==> src/rtl/seq_abs_diff_alu.sv <==
// rtl/seq_abs_diff_alu.sv - digit-serial ADD/SUB/|A-B| engine with borrow/carry flags and done pulse
// One operation in flight; the accumulator fills from the top as digits are summed LSB first.
module seq_abs_diff_alu #(
  parameter int WIDTH = 16,
  parameter int DIGIT = 4
) (
  input  logic             clk,
  input  logic             rst,
  input  logic             start,
  input  logic [1:0]       mode,
  input  logic [WIDTH-1:0] A,
  input  logic [WIDTH-1:0] B,
  output logic             rdy,
  output logic             done,
  output logic [WIDTH-1:0] result,
  output logic             carry,
  output logic             neg
);

  localparam int N  = WIDTH / DIGIT;
  localparam int CW = (N > 1) ? $clog2(N) : 1;
  localparam logic [CW-1:0] LAST = CW'(N - 1);

  generate
    if (WIDTH < 2 || DIGIT < 1 || (WIDTH % DIGIT) != 0) begin : g_bad_params
      $error("seq_abs_diff_alu: DIGIT must divide WIDTH and WIDTH must be >= 2");
    end
  endgenerate

  typedef enum logic [1:0] {S_IDLE, S_CALC, S_NEG, S_DONE} state_t;

  state_t           r_state;
  logic [WIDTH-1:0] r_a;
  logic [WIDTH-1:0] r_b;
  logic [WIDTH-1:0] r_acc;
  logic             r_c;
  logic             r_sub;
  logic             r_abs;
  logic [CW-1:0]    r_cnt;

  logic [DIGIT:0]         w_sum;
  logic [WIDTH+DIGIT-1:0] w_cat;
  logic [WIDTH-1:0]       w_acc_next;
  logic [WIDTH-1:0]       w_acc_neg;
  logic                   w_c;

  assign w_sum      = {1'b0, r_a[DIGIT-1:0]} + {1'b0, r_b[DIGIT-1:0]} + {{DIGIT{1'b0}}, r_c};
  assign w_c        = w_sum[DIGIT];
  assign w_cat      = {w_sum[DIGIT-1:0], r_acc};
  assign w_acc_next = w_cat[WIDTH+DIGIT-1:DIGIT];
  assign w_acc_neg  = ~r_acc + WIDTH'(1);

  always_ff @(posedge clk) begin
    if (rst) begin
      r_state <= S_IDLE;
      r_a     <= '0;
      r_b     <= '0;
      r_acc   <= '0;
      r_c     <= 1'b0;
      r_sub   <= 1'b0;
      r_abs   <= 1'b0;
      r_cnt   <= '0;
      rdy     <= 1'b1;
      done    <= 1'b0;
      result  <= '0;
      carry   <= 1'b0;
      neg     <= 1'b0;
    end else begin
      done <= 1'b0;
      case (r_state)
        S_IDLE: begin
          if (start) begin
            // Subtraction is A + ~B + 1, so B is inverted and carry-in preset.
            r_a     <= A;
            r_b     <= (mode != 2'b00) ? ~B : B;
            r_sub   <= (mode != 2'b00);
            r_abs   <= (mode == 2'b10);
            r_c     <= (mode != 2'b00);
            r_cnt   <= '0;
            r_state <= S_CALC;
            rdy     <= 1'b0;
          end
        end
        S_CALC: begin
          r_acc <= w_acc_next;
          r_a   <= r_a >> DIGIT;
          r_b   <= r_b >> DIGIT;
          r_c   <= w_c;
          r_cnt <= r_cnt + CW'(1);
          if (r_cnt == LAST) begin
            if (r_abs && !w_c) begin
              r_state <= S_NEG;
            end else begin
              result  <= w_acc_next;
              carry   <= r_sub ? ~w_c : w_c;
              neg     <= r_sub & ~w_c;
              done    <= 1'b1;
              r_state <= S_DONE;
            end
          end
        end
        S_NEG: begin
          // r_c still holds the final carry-out, which was 0 to get here.
          r_acc   <= w_acc_neg;
          result  <= w_acc_neg;
          carry   <= ~r_c;
          neg     <= ~r_c;
          done    <= 1'b1;
          r_state <= S_DONE;
        end
        S_DONE: begin
          r_state <= S_IDLE;
          rdy     <= 1'b1;
        end
        default: begin
          r_state <= S_IDLE;
          rdy     <= 1'b1;
        end
      endcase
    end
  end

endmodule

==> config.mk <==
export PLATFORM = sky130hd
export DESIGN_NAME = seq_abs_diff_alu
export DESIGN_NICKNAME = d
export VERILOG_FILES = /design/src/rtl/seq_abs_diff_alu.sv
export SDC_FILE = /design/constraint.sdc
export NUM_CORES = 1
export LEC_CHECK = 0
export BUFFER_PORTS_ARGS = -buffer_cell sky130_fd_sc_hd__buf_2
export CAP_MARGIN = 40
export CORE_MARGIN = 2
export CORE_UTILIZATION = 32
export DETAILED_ROUTE_END_ITERATION = 10
export GPL_TIMING_DRIVEN = 0
export PLACE_DENSITY = 0.55
export SYNTH_ARGS = -nofsm -noshare
export SYNTH_HDL_FRONTEND = slang
export SYNTH_SLANG_ARGS = --single-unit
==> constraint.sdc <==
create_clock -name clk -period 2.9 [get_ports clk]
set_input_delay 0.29 -clock clk [delete_from_list [all_inputs] [get_ports clk]]
set_output_delay 0.29 -clock clk [all_outputs]
set_load 0.005 [all_outputs]
==> metrics.md, run 1 <==
| Metric | Value |
|---|---|
| Outcome | `finished clean` |
| Largest fanout on the critical path | `10` |
| Worst Setup Slack, final | `0.308 ns` |
| Effective utilization at floorplan | `32.5%` |
| Number of enable flip-flop cells after synthesis | `0` |
| Post-synthesis to final-layout area growth | `20.4%` |
| Post-route DRC | `0` |
| Placement-stage worst setup slack | `0.306 ns` |
| Vias in the first global route | `3380` |
| Share of total power in combinational logic | `48.1%` |
| Net switching fraction of the power | `42.4%` |
| Combinational family with the most area after synthesis | `compound AO/OA/AOI/OAI gates` |
| Wire length of the first global-routing pass | `17500 um` |
| Layout Cells excl Fill | `659` |
| Utilization after layout | `39.1%` |
| Mapped Area | `0.00385 mm2` |
| HPWL reported at the end of detailed placement | `7900 um` |
| Worst-skew pair later-pin latency | `0.34 ns` |
| Relative slew slack | `48.6%` |
| Shortest clock period the worst path allows after layout | `2.59 ns` |
| Number of nets in the synthesized netlist | `490` |
| P per Cell Area | `1220 mW/mm2` |
| Area share of xor/xnor cells in the synthesized design | `4.32%` |
| Simple-gate share of the synthesized area | `17.6%` |
| Total congestion overflow | `0` |
| Overall fraction of global-route tracks in use | `17.1%` |
| Number of max-slew violations in the final report | `0` |
| Root buffer selected by CTS | `sky130_fd_sc_hd__clkbuf_16` |
| Floorplan die width | `114 um` |
| Top Ports | `57` |
| Clock share of power | `21.7%` |
| TritonCTS clock tree | `built` |
| Dominant register cell in the synthesized netlist | `sky130_fd_sc_hd__dfxtp_1` |
| Fraction of the cycle the final worst path needs | `89.4%` |
| Unrepaired setup endpoints after global routing | `no` |
| FFs w/ async S/R, synth | `0%` |
| Clock slew at reported path FFs | `0.06 ns` |
| Fin Clk Skew | `0.00718 ns` |
| Category of the worst setup path launch point | `flip-flop` |
| Number of nets with antenna violations after detailed routing | `0` |
| Endpoint class of the critical path | `flip-flop` |
| Area of all sequential standard cells | `0.00150 mm2` |
| Pin count of the biggest net entering global routing | `14` |
| Multi-input gate area | `0.00215 mm2` |
| Overall power consumption | `5.64 mW` |
| Total number of vias | `3588` |
| TritonRoute pass-1 iters | `5` |
| Maximum buffer depth of the clock tree | `2` |
| Complex-gate fraction of the synthesized area | `24.8%` |
| Total instance count after detailed placement | `643` |
| Vias per Instance | `5.44` |
| Global placement routability congestion | `0.864` |
| Number of CTS-inserted buffers | `9` |
| Count of instances resized after the clock tree is built | `0` |
| Total wire length after detailed routing | `10700 um` |
| Ys Warns | `0` |
| P_leak | `1.95 nW` |
| Number of diodes added for antenna fixing | `0` |
| Final hold violation count | `0` |
| Final TNS setup | `0 ns` |
| Adder-cell area share of the yosys netlist | `4.29%` |
| Synth Area per Inst | `8.74 um2` |
| Proportion of synthesized area in mux cells | `4.74%` |
| Sink Count | `75` |
| Slew at the pin closest to its max-slew limit | `0.768 ns` |
| Cell Int Power | `3.25 mW` |
| Reported net switching power | `2.39 mW` |
| Share of the yosys chip area belonging to registers | `39.0%` |
| Count of endpoints failing setup in the final report | `0` |
| Post-synthesis sequential element count | `75` |
| Number of cell rows | `40` |
| Part of the total power dissipated in sequential elements | `30.1%` |
| DIE HEIGHT | `114 um` |
| Kind of path behind the tightest hold check | `in2reg` |
| Number of filler cells placed in the layout | `1214` |
| Die Outline Area | `0.0129 mm2` |
| 1st-iter DRT viols | `152` |
| Core box area | `0.0119 mm2` |
| Type of the setup path with the least slack | `reg2reg` |
| Worst EP arrival | `2.79 ns` |
| Layout net count | `556` |
| Achievable Freq | `386 MHz` |
| Post-Syn Instances | `441` |
| Share of cells above drive strength 1 | `17.0%` |
| Initial antenna violation count | `0` |
| Number of library cell types mapped by synthesis | `52` |
| Worst vdd ir | `404 uV` |
| Req. time, crit path | `3.09 ns` |
| Htree depth | `3` |
| Max Cap Violations | `0` |
| Buffers inserted by post-CTS timing repair | `0` |
| Port bufs | `55` |
| Hold-fix buffers at CTS | `0` |
| Wire length per cell | `16.2 um` |
[Yosys cell counts, types with 2 or more instances]
cell type                  instances  area (um2)
sky130_fd_sc_hd__dfxtp_1          75        1500
sky130_fd_sc_hd__nor2_1           49         184
sky130_fd_sc_hd__a211oi_1         28         210
sky130_fd_sc_hd__clkbuf_1         25        93.8
sky130_fd_sc_hd__nand2_1          24        90.1
sky130_fd_sc_hd__a21oi_1          21         105
sky130_fd_sc_hd__mux2i_1          16         160
sky130_fd_sc_hd__nor3_1           14        70.1
sky130_fd_sc_hd__xor2_1           14         123
sky130_fd_sc_hd__inv_1            13        48.8
sky130_fd_sc_hd__o211a_1          12         120
sky130_fd_sc_hd__o211ai_1         12        90.1
sky130_fd_sc_hd__ha_1             10         125
sky130_fd_sc_hd__o31ai_1          10        75.1
sky130_fd_sc_hd__a311oi_1          9        78.8
sky130_fd_sc_hd__nor2b_1           9        56.3
sky130_fd_sc_hd__o21ai_0           9        45.0
sky130_fd_sc_hd__a22oi_1           8        60.1
sky130_fd_sc_hd__a31oi_1           8        50.1
sky130_fd_sc_hd__buf_2             7        35.0
sky130_fd_sc_hd__nand2b_1          7        43.8
sky130_fd_sc_hd__or4_1             5        37.5
sky130_fd_sc_hd__xnor2_1           5        43.8
sky130_fd_sc_hd__nand4_1           4        25.0
sky130_fd_sc_hd__or3_1             4        25.0
sky130_fd_sc_hd__and2_1            3        18.8
sky130_fd_sc_hd__and3_1            3        18.8
sky130_fd_sc_hd__buf_1             3        11.3
sky130_fd_sc_hd__a21o_1            2        15.0
sky130_fd_sc_hd__fa_1              2        40.0
sky130_fd_sc_hd__mux2_2            2        22.5
sky130_fd_sc_hd__nand3_1           2        10.0
sky130_fd_sc_hd__nand3b_1          2        15.0
sky130_fd_sc_hd__nor3b_1           2        15.0
sky130_fd_sc_hd__nor4_1            2        12.5
sky130_fd_sc_hd__nor4_2            2        25.0
sky130_fd_sc_hd__o41ai_1           2        17.5
sky130_fd_sc_hd__or2_2             2        12.5
[worst paths after layout]
| path | from | to | slack, ns | cells past startpoint |
|---|---|---|---|---|
| hold reg to reg | r_cnt[0]$_SDFFE_PP0P_ | r_cnt[0]$_SDFFE_PP0P_ | 0.47 | 2 |
| hold / removal | A[15] | r_a[15]$_SDFFE_PP0P_ | 0.20 | 3 |
| setup reg to reg | r_a[0]$_SDFFE_PP0P_ | result[6]$_SDFFE_PP0P_ | 0.31 | 10 |
| setup / recovery | r_a[0]$_SDFFE_PP0P_ | result[6]$_SDFFE_PP0P_ | 0.31 | 10 |
[worst max-delay path: stages (launching register included)]
cell	delay (ns)
sky130_fd_sc_hd__dfxtp_1	0.33
sky130_fd_sc_hd__inv_1	0.06
sky130_fd_sc_hd__fa_1	0.44
sky130_fd_sc_hd__inv_1	0.08
sky130_fd_sc_hd__fa_1	0.19
sky130_fd_sc_hd__a21o_1	0.17
sky130_fd_sc_hd__and3_1	0.20
sky130_fd_sc_hd__or2_2	0.11
sky130_fd_sc_hd__clkbuf_1	0.26
sky130_fd_sc_hd__clkbuf_1	0.45
sky130_fd_sc_hd__a211oi_1	0.15
[sequential cells by signal, indices dropped and copies added, names as in the netlist]
register / count
done: 1
result: 16
r_state: 2
r_a: 16
r_acc: 16
r_b: 16
r_abs: 1
rdy: 1
r_sub: 1
neg: 1
r_c: 1
carry: 1
r_cnt: 2
[routing by layer]
metal	GRT usage, %	vias to the layer above	routed length [um]
met5	0	-	0
met4	6.34	0	183
met3	2.82	15	463
met2	27.4	97	5020
met1	23.3	1708	4980
li1	-	1768	-
[cells in the final DEF (no fill, tap or decap), types with 5 or more instances in the layout]
master,n
sky130_fd_sc_hd__a21oi_1,21
sky130_fd_sc_hd__nor2_1,49
sky130_fd_sc_hd__a311oi_1,9
sky130_fd_sc_hd__xnor2_1,5
sky130_fd_sc_hd__o211ai_1,12
sky130_fd_sc_hd__nor2b_1,9
sky130_fd_sc_hd__buf_2,62
sky130_fd_sc_hd__clkbuf_1,25
sky130_fd_sc_hd__a22oi_1,8
sky130_fd_sc_hd__a211oi_1,28
sky130_fd_sc_hd__nand2b_1,7
sky130_fd_sc_hd__dfxtp_1,75
sky130_fd_sc_hd__inv_1,13
sky130_fd_sc_hd__o21ai_0,9
sky130_fd_sc_hd__nor3_1,14
sky130_fd_sc_hd__o31ai_1,10
sky130_fd_sc_hd__or4_1,5
sky130_fd_sc_hd__o211a_1,12
sky130_fd_sc_hd__xor2_1,14
sky130_fd_sc_hd__ha_1,10
sky130_fd_sc_hd__mux2i_1,16
sky130_fd_sc_hd__nand2_1,24
sky130_fd_sc_hd__clkbuf_16,9
sky130_fd_sc_hd__a31oi_1,8
[power groups by stage]
stage | clock network (mW) | registers [mW] | logic [mW]
after floorplan | 0 | 1.64 | 2.00
after global placement | 0 | 1.71 | 2.67
after detailed placement | 0 | 1.72 | 2.70
after CTS | 1.25 | 1.70 | 2.73
after global routing | 1.28 | 1.76 | 3.06
final | 1.23 | 1.70 | 2.72
[cells by family (layout without fill, tap and decap cells)]
kind of cell             Yosys count  in the layout
AO/OA/AOI/OAI                    131            131
XOR/XNOR                          19             19
adder cells (fa/ha/maj)           12             12
buffers and inverters             50            121
flip-flops                        75             75
multiplexers                      18             18
AND/OR/NAND/NOR                  136            136
[stage by stage]
step | area, um2 | hold WS [ns]
floorplan | 3850 | 0.438
global placement | 4310 | 0.457
detailed placement | 4310 | 0.465
CTS | 4640 | 0.194
global route | 4640 | 0.211
finish | 4640 | 0.199
[area by class of cell]
cell class / count / area share [%]
buffer: 36 / 3.26
clock buffer: 10 / 5.15
clock inverter: 6 / 1.91
inverter: 14 / 1.13
multi-input combinational: 316 / 46.3
sequential: 75 / 32.4
tap: 147 / 3.96
timing repair buffer: 55 / 5.93
No activity file was read; power rests on OpenSTA's default activity.
==> run 2, diff against run 1 <==
--- a/config.mk
+++ b/config.mk
@@ -11,7 +11,7 @@
 export CORE_UTILIZATION = 32
 export DETAILED_ROUTE_END_ITERATION = 10
 export GPL_TIMING_DRIVEN = 0
-export PLACE_DENSITY = 0.55
+export REMOVE_ABC_BUFFERS = 1
 export SYNTH_ARGS = -nofsm -noshare
 export SYNTH_HDL_FRONTEND = slang
 export SYNTH_SLANG_ARGS = --single-unit
==> metrics.md, run 2 (synthesis results as in run 1) <==
| Metric | Value |
|---|---|
| Type of the setup path with the least slack | `reg2reg` |
| Final hold violation count | `0 (unchanged)` |
| WHS Endpoint | `r_a[12]$_SDFFE_PP0P_` |
| 1st-iter DRT viols | `138 (-9.2%)` |
| Reg2Reg Capture Point | `neg$_SDFFE_PP0P_` |
| TritonRoute pass-1 iters | `4 (-1)` |
| Overall power consumption | `5.42 mW (-4.0%)` |
| Largest fanout on the critical path | `20 (+10)` |
| Relative slew slack | `44.5% (-4.1 points)` |
| Layout Cells excl Fill | `631 (-4.2%)` |
| Commonest cells after routing, fill and taps aside | `sky130_fd_sc_hd__dfxtp_1 (75), sky130_fd_sc_hd__buf_2 (56), sky130_fd_sc_hd__nor2_1 (48)` |
| Pin count of the biggest net entering global routing | `43 (+29)` |
| Post-synthesis to final-layout area growth | `19.4%` |
| Cell Int Power | `3.19 mW (-1.8%)` |
| Total congestion overflow | `0 (unchanged)` |
| P per Cell Area | `1180 mW/mm2 (-3.1%)` |
| Fin Clk Skew | `0.00390 ns (-0.00329 ns)` |
| Count of endpoints failing setup in the final report | `0 (unchanged)` |
| Hold path startpoint | `A[12]` |
| Area of all sequential standard cells | `0.00150 mm2 (unchanged)` |
| FF-to-FF path depth | `6 (-4)` |
| Wire length of the first global-routing pass | `15600 um (-11%)` |
| Kind of path behind the tightest hold check | `in2reg` |
| Min-Delay Path Depth | `3 (unchanged)` |
| Sink Count | `75 (unchanged)` |
| Top Ports | `57 (unchanged)` |
| Floorplan die width | `114 um (unchanged)` |
| Number of diodes added for antenna fixing | `0 (unchanged)` |
| Total instance count after detailed placement | `615 (-4.4%)` |
| Clock share of power | `19.7% (-2.0 points)` |
| Reported net switching power | `2.22 mW (-7.0%)` |
| Buffers inserted by post-CTS timing repair | `0 (unchanged)` |
| Overall fraction of global-route tracks in use | `14.9% (-2.2 points)` |
| Number of cell rows | `40 (unchanged)` |
| Number of max-slew violations in the final report | `0 (unchanged)` |
| Total wire length after detailed routing | `9080 um (-15%)` |
| Port bufs | `56 (+1.8%)` |
| Multi-input gate area | `0.00217 mm2 (+0.82%)` |
| HPWL reported at the end of detailed placement | `6350 um (-20%)` |
| Startpoint of the lowest-slack register-to-register path | `r_state[0]$_SDFFE_PP0P_` |
| Number of nets with antenna violations after detailed routing | `0 (unchanged)` |
| Share of cells above drive strength 1 | `18.8% (+1.8 points)` |
| Htree depth | `3 (unchanged)` |
| Endpoint class of the critical path | `flip-flop` |
| Shortest clock period the worst path allows after layout | `2.64 ns (+0.0440 ns)` |
| Maximum buffer depth of the clock tree | `2 (unchanged)` |
| TritonCTS clock tree | `built` |
| Clock slew at reported path FFs | `0.06 ns (about the same)` |
| Part of the total power dissipated in sequential elements | `32.0% (+1.9 points)` |
| Effective utilization at floorplan | `32.5% (unchanged)` |
| Wire length per cell | `14.4 um (-11%)` |
| Worst vdd ir | `385 uV (-4.7%)` |
| Number of CTS-inserted buffers | `9 (unchanged)` |
| Slew at the pin closest to its max-slew limit | `0.831 ns (+0.0629 ns)` |
| Core box area | `0.0119 mm2 (unchanged)` |
| Max Cap Violations | `0 (unchanged)` |
| DIE HEIGHT | `114 um (unchanged)` |
| Vias per Instance | `5.32 (-2.3%)` |
| Net switching fraction of the power | `41.1% (-1.3 points)` |
| Outcome | `finished clean` |
| Hold-fix buffers at CTS | `0 (unchanged)` |
| Share of total power in combinational logic | `48.2% (about the same)` |
| Layout net count | `528 (-5.0%)` |
| Req. time, crit path | `3.09 ns (about the same)` |
| Die Outline Area | `0.0129 mm2 (unchanged)` |
| Category of the worst setup path launch point | `flip-flop` |
| Root buffer selected by CTS | `sky130_fd_sc_hd__clkbuf_16` |
| Unrepaired setup endpoints after global routing | `no` |
| Fraction of the cycle the final worst path needs | `90.9% (+1.5 points)` |
| Achievable Freq | `379 MHz (-1.7%)` |
| Post-route DRC | `0 (unchanged)` |
| Global placement routability congestion | `0.837 (-3.2%)` |
| Worst-skew pair later-pin latency | `0.33 ns (about the same)` |
| Worst EP arrival | `2.83 ns (+0.04 ns)` |
| Initial antenna violation count | `0 (unchanged)` |
| Total number of vias | `3357 (-6.4%)` |
| Vias in the first global route | `3179 (-5.9%)` |
| Reg2Reg Setup Slack | `0.26 ns (-0.04 ns)` |
| P_leak | `1.94 nW (-0.75%)` |
| Number of filler cells placed in the layout | `1205 (-0.74%)` |
| Leading cell type in the layout, fill and taps excluded | `sky130_fd_sc_hd__dfxtp_1` |
## run 2: cell type report
| class | count | share of cell area (%) |
|---|---|---|
| clock inverters | 4 | 0.517 |
| repair buffers | 63 | 8.81 |
| multi-input cells | 316 | 47.1 |
| clock buffers | 12 | 5.79 |
| flip-flops and latches | 75 | 32.6 |
| inverters | 14 | 1.14 |
| well taps | 147 | 4.00 |
## run 2: routing by layer
layer / up-vias / wire length [um] / global-route usage [%] / share of wire, %
met5: - / 0 / 0 / 0
met4: 0 / 114 / 5.53 / 1.3
met3: 13 / 398 / 4.14 / 4.4
met2: 72 / 4280 / 23.7 / 47
met1: 1568 / 4290 / 19.3 / 47
li1: 1704 / - / - / -
## run 2: through the flow
step	TNS [ns]	area, um2	worst slack (ns)	utilization [%]	hold slack [ns]
after global placement	-98.27	4170	-3.49	35.1	0.454
after CTS	0	4600	0.149	38.8	0.186
after global routing	0	4600	0.0363	38.8	0.209
after detailed placement	0	4310	0.160	36.3	0.474
after floorplan	-43.66	3700	-1.90	-	0.359
final	0	4600	0.264	38.8	0.192
## run 2: how the worst max path moves through the flow
stage	startpoint	to	slack, ns
after floorplan	r_state[1]$_SDFFE_PP0P_	r_b[0]$_SDFFE_PP0P_	-1.90
after global placement	r_state[1]$_SDFFE_PP0P_	r_b[0]$_SDFFE_PP0P_	-3.49
after detailed placement	r_a[0]$_SDFFE_PP0P_	neg$_SDFFE_PP0P_	0.16
after CTS	r_a[0]$_SDFFE_PP0P_	neg$_SDFFE_PP0P_	0.15
after global routing	r_state[0]$_SDFFE_PP0P_	result[13]$_SDFFE_PP0P_	0.04
final	r_state[0]$_SDFFE_PP0P_	neg$_SDFFE_PP0P_	0.26
## run 2: timing repair
action                                 CTS  global route
endpoints found under the hold margin    0             0
setup endpoints to repair                0             3
resized for setup                        0             1
## run 2: power by group through the flow
stage,logic [mW],registers [mW],clock network (mW)
floorplan,1.89,1.67,0
global placement,2.42,1.73,0
detailed placement,2.63,1.75,0
CTS,2.64,1.73,1.10
global route,2.97,1.80,1.15
finish,2.61,1.73,1.07
## run 2: critical path: stages, from the launching register on
cell,delay (ns)
sky130_fd_sc_hd__dfxtp_1,0.35
sky130_fd_sc_hd__inv_1,0.13
sky130_fd_sc_hd__ha_1,0.50
sky130_fd_sc_hd__buf_8,0.23
sky130_fd_sc_hd__a22o_1,0.67
sky130_fd_sc_hd__or2_2,0.46
sky130_fd_sc_hd__a311oi_1,0.15
==> run 3, diff against run 2 <==
==> constraint.sdc (replaced) <==
create_clock -name clk -period 2.6 [get_ports clk]
set_input_delay 0.26 -clock clk [delete_from_list [all_inputs] [get_ports clk]]
set_output_delay 0.26 -clock clk [all_outputs]
set_load 0.005 [all_outputs]
==> metrics.md, run 3 (synthesis results as in run 1) <==
| Metric | Value |
|---|---|
| P_leak | `1.94 nW (about the same)` |
| Wire length of the first global-routing pass | `15500 um (-0.13%)` |
| Effective utilization at floorplan | `32.5% (unchanged)` |
| Reported net switching power | `2.49 mW (+12%)` |
| Root buffer selected by CTS | `sky130_fd_sc_hd__clkbuf_16` |
| Total congestion overflow | `0 (unchanged)` |
| P per Cell Area | `1310 mW/mm2 (+12%)` |
| Total wire length after detailed routing | `9110 um (+0.32%)` |
| Post-route DRC | `0 (unchanged)` |
| TritonRoute pass-1 iters | `4 (unchanged)` |
| Number of diodes added for antenna fixing | `0 (unchanged)` |
| Achievable Freq | `424 MHz (+12%)` |
| TritonCTS clock tree | `built` |
| Number of filler cells placed in the layout | `1203 (-0.17%)` |
| Fraction of the cycle the final worst path needs | `90.7% (-0.15 points)` |
| Pin count of the biggest net entering global routing | `43 (unchanged)` |
| Clock slew at reported path FFs | `0.06 ns (about the same)` |
| Vias per Instance | `5.33 (+0.24%)` |
| Number of max-slew violations in the final report | `0 (unchanged)` |
| Leading cell type in the layout, fill and taps excluded | `sky130_fd_sc_hd__dfxtp_1` |
| Endpoint class of the critical path | `flip-flop` |
| Unrepaired setup endpoints after global routing | `no` |
| Number of cell rows | `40 (unchanged)` |
| Total number of vias | `3365 (+0.24%)` |
| Placement-stage worst setup slack | `-0.140 ns (-0.300 ns)` |
| Fin Clk Skew | `0.00340 ns (-0.000496 ns)` |
| Initial antenna violation count | `0 (unchanged)` |
| Commonest cells after routing, fill and taps aside | `sky130_fd_sc_hd__dfxtp_1 (75), sky130_fd_sc_hd__buf_2 (56), sky130_fd_sc_hd__nor2_1 (48)` |
| Layout net count | `528 (unchanged)` |
| Req. time, crit path | `2.84 ns (-0.25 ns)` |
| Htree depth | `3 (unchanged)` |
| HPWL reported at the end of detailed placement | `6350 um (unchanged)` |
| Top Ports | `57 (unchanged)` |
| Core box area | `0.0119 mm2 (unchanged)` |
| Vias in the first global route | `3177 (-0.063%)` |
| Worst Setup SP | `r_a[0]$_SDFFE_PP0P_` |
| Area of all sequential standard cells | `0.00150 mm2 (unchanged)` |
| Cell Int Power | `3.56 mW (+12%)` |
| Max Cap Violations | `0 (unchanged)` |
| Hold-fix buffers at CTS | `0 (unchanged)` |
| Sink Count | `75 (unchanged)` |
| Hold path startpoint | `A[12]` |
| Maximum buffer depth of the clock tree | `2 (unchanged)` |
| Clock share of power | `19.8% (about the same)` |
| Multi-input gate area | `0.00217 mm2 (+0.17%)` |
| Global placement routability congestion | `0.837 (unchanged)` |
| Area of all placed cells without fillers | `0.00460 mm2 (about the same)` |
| Floorplan die width | `114 um (unchanged)` |
| Largest fanout on the critical path | `21 (+5.0%)` |
| Post-synthesis to final-layout area growth | `19.4% (about the same)` |
| Kind of path behind the tightest hold check | `in2reg` |
| Shortest clock period the worst path allows after layout | `2.36 ns (-0.277 ns)` |
| 1st-iter DRT viols | `147 (+6.5%)` |
| Category of the worst setup path launch point | `flip-flop` |
| Final TNS setup | `0 ns (unchanged)` |
| Worst-skew pair later-pin latency | `0.33 ns (about the same)` |
| Final hold violation count | `0 (unchanged)` |
| Share of total power in combinational logic | `48.3% (about the same)` |
| Count of endpoints failing setup in the final report | `0 (unchanged)` |
| Outcome | `finished clean` |
| Wire length per cell | `14.4 um (+0.32%)` |
| Type of the setup path with the least slack | `reg2reg` |
| Post-Place Cell Area | `0.00431 mm2 (unchanged)` |
| Number of nets with antenna violations after detailed routing | `0 (unchanged)` |
| Relative slew slack | `43.5% (-1.1 points)` |
| DIE HEIGHT | `114 um (unchanged)` |
| Number of CTS-inserted buffers | `9 (unchanged)` |
| Overall power consumption | `6.05 mW (+12%)` |
| Die Outline Area | `0.0129 mm2 (unchanged)` |
| Worst vdd ir | `429 uV (+11%)` |
| Net switching fraction of the power | `41.1% (about the same)` |
| Worst Setup Slack, final | `0.241 ns (-0.0233 ns)` |
| Slew at the pin closest to its max-slew limit | `0.847 ns (+0.0160 ns)` |
| Port bufs | `56 (unchanged)` |
| Worst EP arrival | `2.60 ns (-0.23 ns)` |
| Startpoint of the lowest-slack register-to-register path | `r_a[0]$_SDFFE_PP0P_` |
| Overall fraction of global-route tracks in use | `14.9% (about the same)` |
| Share of cells above drive strength 1 | `19.0% (+0.21 points)` |
| Part of the total power dissipated in sequential elements | `31.9% (about the same)` |
==> run 3: cell counts in the layout (fill, tap and decap cells not counted) <==
No cell type changed its count.
==> run 3: per-stage QoR <==
step                      utilization (%)  cells  hold WS [ns]
after floorplan                         -    405         0.329
after global placement               35.1    608         0.454
after detailed placement             36.3    615         0.474
after CTS                            38.8    631         0.156
after global routing                 38.8    631         0.179
final                                38.8    631         0.162
==> run 3: metal layers <==
layer | up-vias | GRT usage, % | share of wire (%)
li1 | 1705 | - | -
met2 | 70 | 23.7 | 46
met1 | 1575 | 19.3 | 48
met4 | 0 | 5.53 | 1.5
met3 | 15 | 4.14 | 4.3
met5 | - | 0 | 0
==> run 3: layout make-up <==
class | count | share of cell area [%]
Sequential cell | 75 | 32.6
Multi-Input combinational cell | 316 | 47.1
Inverter | 14 | 1.14
Timing Repair Buffer | 63 | 8.81
Tap cell | 147 | 4.00
Clock buffer | 12 | 5.79
Clock inverter | 4 | 0.516
==> run 3: what timing repair did <==
| action | 4_1_cts | 5_1_grt |
|---|---|---|
| buffers inserted | 0 | 0 |
| endpoints found under the hold margin | 0 | 0 |
| resized for setup | 2 | 1 |
| endpoints found under the setup margin | 16 | 5 |
==> run 3: path summary, 6_finish.rpt <==
kind	endpoint	slack (ns)	cells past startpoint
min	r_a[12]$_SDFFE_PP0P_	0.16	3
min reg2reg	r_cnt[0]$_SDFFE_PP0P_	0.48	2
max reg2reg	result[1]$_SDFFE_PP0P_	0.24	8
max	result[1]$_SDFFE_PP0P_	0.24	8
==> run 3: power groups by stage <==
stage | Sequential, mW | Clock (mW) | Combinational (mW)
2_1_floorplan | 1.87 | 0 | 2.10
3_3_place_gp | 1.93 | 0 | 2.70
3_5_place_dp | 1.95 | 0 | 2.94
4_1_cts | 1.93 | 1.22 | 2.95
5_1_grt | 2.00 | 1.28 | 3.32
6_report | 1.93 | 1.20 | 2.92
==> run 3: worst max-delay path: stages, from the launching register on <==
cell and delay (ns):
sky130_fd_sc_hd__dfxtp_1 0.31, sky130_fd_sc_hd__inv_1 0.08, sky130_fd_sc_hd__fa_1 0.18, sky130_fd_sc_hd__inv_1 0.05
sky130_fd_sc_hd__fa_1 0.40, sky130_fd_sc_hd__a21o_1 0.22, sky130_fd_sc_hd__and3_2 0.35, sky130_fd_sc_hd__or2_4 0.40
sky130_fd_sc_hd__a211oi_1 0.27
